**src/rtl/vector_issue_control.sv**
```systemverilog
`default_nettype none
// ============================================================================
// Module   : vector_issue_control
// Purpose  : Decode-and-issue stage; registers the decoded control bundle into
//            Execute and sequences vector ops over BEATS element groups.
// Revision : 1.0  initial release
// ============================================================================
module vector_issue_control #(
    parameter int OPCODE_WIDTH = 5,
    parameter int VLEN         = 8,
    parameter int LANES        = 4,
    localparam int BEATS       = VLEN / LANES,
    localparam int BW          = (BEATS > 1) ? $clog2(BEATS) : 1
) (
    input  logic                    clk,
    input  logic                    rst,
    input  logic                    validD,
    input  logic [OPCODE_WIDTH-1:0] opcodeD,
    output logic                    readyD,
    input  logic                    stallE,
    input  logic                    flushE,
    output logic                    validE,
    output logic [13:0]             ctrlE,
    output logic [BW-1:0]           beatE,
    output logic                    lastBeatE,
    output logic                    illegalE
);

    localparam logic [BW-1:0] c_LAST_BEAT = BW'(BEATS - 1);

    localparam logic [OPCODE_WIDTH-1:0] c_OP_MOV   = OPCODE_WIDTH'(5'b00010);
    localparam logic [OPCODE_WIDTH-1:0] c_OP_ADD   = OPCODE_WIDTH'(5'b00100);
    localparam logic [OPCODE_WIDTH-1:0] c_OP_SUB   = OPCODE_WIDTH'(5'b00101);
    localparam logic [OPCODE_WIDTH-1:0] c_OP_DIV   = OPCODE_WIDTH'(5'b00110);
    localparam logic [OPCODE_WIDTH-1:0] c_OP_MUL   = OPCODE_WIDTH'(5'b00111);
    localparam logic [OPCODE_WIDTH-1:0] c_OP_CMP   = OPCODE_WIDTH'(5'b01010);
    localparam logic [OPCODE_WIDTH-1:0] c_OP_BE    = OPCODE_WIDTH'(5'b01011);
    localparam logic [OPCODE_WIDTH-1:0] c_OP_JMP   = OPCODE_WIDTH'(5'b01110);
    localparam logic [OPCODE_WIDTH-1:0] c_OP_VLDR  = OPCODE_WIDTH'(5'b10000);
    localparam logic [OPCODE_WIDTH-1:0] c_OP_VSTR  = OPCODE_WIDTH'(5'b10001);
    localparam logic [OPCODE_WIDTH-1:0] c_OP_VSADD = OPCODE_WIDTH'(5'b10100);
    localparam logic [OPCODE_WIDTH-1:0] c_OP_VADD  = OPCODE_WIDTH'(5'b11100);
    localparam logic [OPCODE_WIDTH-1:0] c_OP_VSSUB = OPCODE_WIDTH'(5'b11101);
    localparam logic [OPCODE_WIDTH-1:0] c_OP_VSMUL = OPCODE_WIDTH'(5'b11110);

    typedef enum logic [0:0] {
        S_IDLE  = 1'b0,
        S_ISSUE = 1'b1
    } state_t;

    state_t          r_state,    w_stateNext;
    logic [13:0]     r_ctrl,     w_ctrlNext;
    logic [BW-1:0]   r_beat,     w_beatNext;
    logic            r_illegal,  w_illegalNext;
    logic            r_isVector, w_isVectorNext;

    logic [13:0]     w_decCtrl;
    logic            w_decIllegal;
    logic            w_decVector;
    logic            w_transfer;

    // Flags {useScalarAlu..outFlag} followed by the 4-bit ALU control
    always_comb begin
        w_decCtrl    = 14'd0;
        w_decIllegal = 1'b0;
        w_decVector  = 1'b0;
        case (opcodeD)
            c_OP_MOV:   w_decCtrl = {10'b1100101000, 4'h2};
            c_OP_ADD:   w_decCtrl = {10'b1111001000, 4'h4};
            c_OP_SUB:   w_decCtrl = {10'b1111001000, 4'h5};
            c_OP_DIV:   w_decCtrl = {10'b1110101000, 4'h6};
            c_OP_MUL:   w_decCtrl = {10'b1110001000, 4'h7};
            c_OP_CMP:   w_decCtrl = {10'b1110100000, 4'h5};
            c_OP_BE:    w_decCtrl = {10'b1000100000, 4'h2};
            c_OP_JMP:   w_decCtrl = {10'b1000100000, 4'h2};
            c_OP_VLDR:  begin w_decCtrl = {10'b1010010100, 4'hF}; w_decVector = 1'b1; end
            c_OP_VSTR:  begin w_decCtrl = {10'b1010000011, 4'hF}; w_decVector = 1'b1; end
            c_OP_VSADD: begin w_decCtrl = {10'b0001000100, 4'h4}; w_decVector = 1'b1; end
            c_OP_VADD:  begin w_decCtrl = {10'b0000000100, 4'h4}; w_decVector = 1'b1; end
            c_OP_VSSUB: begin w_decCtrl = {10'b0001000100, 4'hD}; w_decVector = 1'b1; end
            c_OP_VSMUL: begin w_decCtrl = {10'b0001000100, 4'h2}; w_decVector = 1'b1; end
            default:    w_decIllegal = 1'b1;
        endcase
    end

    assign validE     = (r_state == S_ISSUE);
    assign lastBeatE  = validE & (~r_isVector | (r_beat == c_LAST_BEAT));
    assign readyD     = ~flushE & ~stallE & (~validE | lastBeatE);
    assign w_transfer = validD & readyD;
    assign ctrlE      = r_ctrl;
    assign beatE      = r_beat;
    assign illegalE   = r_illegal;

    always_comb begin
        w_stateNext    = r_state;
        w_ctrlNext     = r_ctrl;
        w_beatNext     = r_beat;
        w_illegalNext  = r_illegal;
        w_isVectorNext = r_isVector;
        if (flushE) begin
            w_stateNext    = S_IDLE;
            w_ctrlNext     = 14'd0;
            w_beatNext     = '0;
            w_illegalNext  = 1'b0;
            w_isVectorNext = 1'b0;
        end else if (!stallE) begin
            if (validE && !lastBeatE) begin
                w_beatNext = r_beat + BW'(1);
            end else if (w_transfer) begin
                // A new op loads on the same edge that retires the previous last beat
                w_stateNext    = S_ISSUE;
                w_ctrlNext     = w_decCtrl;
                w_beatNext     = '0;
                w_illegalNext  = w_decIllegal;
                w_isVectorNext = w_decVector;
            end else begin
                w_stateNext    = S_IDLE;
                w_ctrlNext     = 14'd0;
                w_beatNext     = '0;
                w_illegalNext  = 1'b0;
                w_isVectorNext = 1'b0;
            end
        end
    end

    always_ff @(posedge clk or posedge rst) begin
        if (rst) begin
            r_state    <= S_IDLE;
            r_ctrl     <= 14'd0;
            r_beat     <= '0;
            r_illegal  <= 1'b0;
            r_isVector <= 1'b0;
        end else begin
            r_state    <= w_stateNext;
            r_ctrl     <= w_ctrlNext;
            r_beat     <= w_beatNext;
            r_illegal  <= w_illegalNext;
            r_isVector <= w_isVectorNext;
        end
    end

endmodule
`default_nettype wire
```
**config.mk**
```make
export PLATFORM = sky130hd
export DESIGN_NAME = vector_issue_control
export DESIGN_NICKNAME = d
export VERILOG_FILES = /design/src/rtl/vector_issue_control.sv
export SDC_FILE = /design/constraint.sdc
export NUM_CORES = 1
export LEC_CHECK = 0
export CORE_MARGIN = 4
export CORE_UTILIZATION = 45
export CTS_BUF_LIST = sky130_fd_sc_hd__clkbuf_4 sky130_fd_sc_hd__clkbuf_8
export DETAILED_ROUTE_END_ITERATION = 8
export PLACE_DENSITY = 0.76
export SLEW_MARGIN = 20
export SYNTH_ARGS = -nofsm -noshare
export SYNTH_HDL_FRONTEND = slang
export SYNTH_SLANG_ARGS = --single-unit
```
**constraint.sdc**
```tcl
create_clock -name clk -period 2.35 [get_ports clk]
set_clock_uncertainty 0.15 [all_clocks]
set_input_delay 0.3525 -clock clk [delete_from_list [all_inputs] [get_ports clk]]
set_output_delay 0.3525 -clock clk [all_outputs]
set_load 0.005 [all_outputs]
```
==> run_results.csv <==
group,metric,value,unit
status,outcome,"finished clean",
yosys,synth_area_per_cell,9.149,um^2
finish,antennaDiodeCount,0,
cts,clk_pin_slew,0.09,ns
yosys,yosys-top-cells-area,"dfrtp_1 (43%), nand2_1 (7.2%), o21ai_0 (6.0%)",
place,portBuffers,28,
floorplan,dieHeight,55.08,um
finish,syn2layout_area_growth,34.38,%
cts,hold_buffers,0,
yosys,yosys_register_bits,17,
timing,fin_crit,2.144,ns
setup_path,critPathKind,"in2out",
timing,report.final.slew_viol_count,0,
drt,drc,0,
setup_path,cp_num_buf_inv,2,
drt,routed_wl,2447,um
timing,setup_viol_count_final,0,
power,power_density,439.1,mW/mm^2
setup_path,critPathRequiredTime,1.85,ns
floorplan,die_area,0.003033,mm^2
floorplan,rows,16,
cts,numCtsBuffers,3,
timing,worst_slack,0.2063,ns
cts,cts_sinks,17,
finish,final_util,65.63,%
yosys,netlist.area_leader.share,42.66,%
yosys,syn_area,997.2,um^2
yosys,yosysTopAreaCell,"dfrtp_1",
drt,vias_per_cell,5.485,
yosys,synthFlopType,"dfrtp_1",
setup_path,cp-end-kind,"output pin",
setup_path,cpPeakStageDelay,0.54,ns
floorplan,die_x,55.08,um
cts,cts_resized,0,
power,p_switching,0.0001543,W
yosys,async_flop_share,100.0,%
power,clock_power_share,27.4,%
setup_path,crit_chain,"clkdlybuf4s50_1, a211oi_4, clkdlybuf4s50_1",
global_route,grt_usage,17.87,%
power,power_frac_comb,20.9,%
timing,rsz0062_at_grt,"no",
yosys,ys_top_cells_by_count,"nand2_1 (19), dfrtp_1 (17), o21ai_0 (12), a21oi_1 (9)",
cts,postCtsSetupBuffers,0,
yosys,synth_edf_count,0,
timing,max_freq,466.5,MHz
global_route,grt_pass1_vias,854,
finish,final_cells,167,
global_route,grt_pass1_wl,3760,um
cts,htree_num_levels,1,
drt,first_iter_violations,27,
cts,clockBufferDepth,2,
floorplan,coreArea,0.002042,mm^2
yosys,synth-warning-count,0,
yosys,seq_area_frac_synth,42.66,%
place,gp_congestion,0.9573,
power,power,0.0005885,W
cts,clkLatencyLatePin,0.28,ns
place,dp.cells,163,
timing,hold_viol,0,
power,internal_power,0.0004342,W
drt,wire_per_inst,14.65,um
yosys,yosysMostFrequentCell,"nand2_1",
timing,setup_tns,0,ns
job,drv_cap,0,
yosys,synth_nets,119,
floorplan,initial_core_util,48.84,%
min_path,hold_class,"in2async",
global_route,grt-ovfl-total,0,
drt,num_vias,916,
power,switching_share,26.22,%
power,vdd_ir_drop_max,356.5,uV
yosys,synth_cells,109,
timing,max_slew.worst_pin.slew,0.6171,ns
finish,nets,151,
global_route,grt_max_degree,18,
setup_path,start_kind,"input port",
power,p_seq_share,51.6,%
floorplan,io_pins,29,
setup_path,cp.arrival,1.64,ns
cts,cts_tree,"built",
timing,period_share,91.22,%
finish,drive_above_1_share,13.57,%
drt,postRouteAntennaNets,0,
setup_path,path_common_cell,"clkdlybuf4s50_1",
yosys,yosys.cell_types.count,33,
timing,slew_headroom,58.82,%
setup_path,critical-path-top-delay-family,"buffers and inverters",
global_route,antenna_found_initial,0,
place,hpwl,1937,um
setup_path,crit_fanout,3,
drt,dr.pass1.iters,4,
place,dp_slack,0.1084,ns
cts,cts_root_buf,"clkbuf_4",
power,power.leakage,0.5564,nW
setup_path,slowest_stage,"clkdlybuf4s50_1",
layer usage:
| layer | wire [um] | vias up | GRT usage, % |
|---|---|---|---|
| li1 | - | 447 | - |
| met1 | 1059 | 417 | 20.57 |
| met4 | 68 | 0 | 12.96 |
| met5 | 0 | - | 0 |
| met2 | 1182 | 46 | 30.51 |
| met3 | 137 | 6 | 1.877 |
cells in the final DEF, fill, tap and decap left out, types with 2 or more instances in the layout:
cell and n:
a21oi_1 9, a32o_1 3, and2_1 3, and2b_1 2, buf_4 6, clkbuf_4 4
clkdlybuf4s50_1 28, dfrtp_1 17, inv_1 2, nand2_1 19, nand2b_1 3, nor2_1 4
nor2b_1 4, nor3_1 3, o21ai_0 12, o21ai_1 4
power by group through the flow:
stage          registers [W]  clock network (W)  logic (W)
6_report            0.000304           0.000161   0.000123
5_1_grt             0.000305           0.000184   0.000134
4_1_cts             0.000304           0.000169   0.000123
3_5_place_dp        0.000310                  0   0.000123
3_3_place_gp        0.000309                  0   0.000123
2_1_floorplan       0.000310                  0  0.0000679
logic make-up (layout without fill, tap and decap cells):
family / count (synthesis) / count (layout) / synth area share [%]
buffers and inverters: 9 / 40 / 5.395
flip-flops: 17 / 17 / 42.66
AO/OA/AOI/OAI: 39 / 39 / 27.98
AND/OR/NAND/NOR: 44 / 44 / 23.96
path summary, 6_finish.rpt:
kind,start,to,slack [ns],depth (start not counted)
worst max-delay path,stallE,readyD,0.21,3
worst min-delay path,rst,ctrlE[12],0.29,2
worst max register to register,r_isVector,ctrlE[3],0.59,5
worst min register to register,ctrlE[13],ctrlE[13],0.33,2
max in group asynchronous,rst,validE,1.36,2
min in group clk,ctrlE[13],ctrlE[13],0.33,2
layout make-up:
type	count	area, um^2
fill	180	701.9
multi-input combinational	83	518.0
sequential	17	425.4
timing repair buffer	34	325.3
tap	27	33.78
clock buffer	4	30.03
inverter	2	7.507
worst register-to-register path, cell delays in order (launching register included):
cell      delay [ns]
dfrtp_1         0.39
nor2b_4         0.14
a211oi_4        0.26
and2_1          0.37
nand2_4         0.13
o31ai_4         0.23
sequential cells by signal, indices dropped and copies added (netlist names):
signal	flops
ctrlE	13
illegalE	1
beatE	1
validE	1
r_isVector	1
per-stage QoR:
step | area, um^2 | hold slack, ns
floorplan | 997.2 | 0.1286
global placement | 1310 | 0.3121
detailed placement | 1310 | 0.3183
CTS | 1340 | 0.3017
global route | 1340 | 0.3348
finish | 1340 | 0.2868
(Power assumes the default switching activity.)
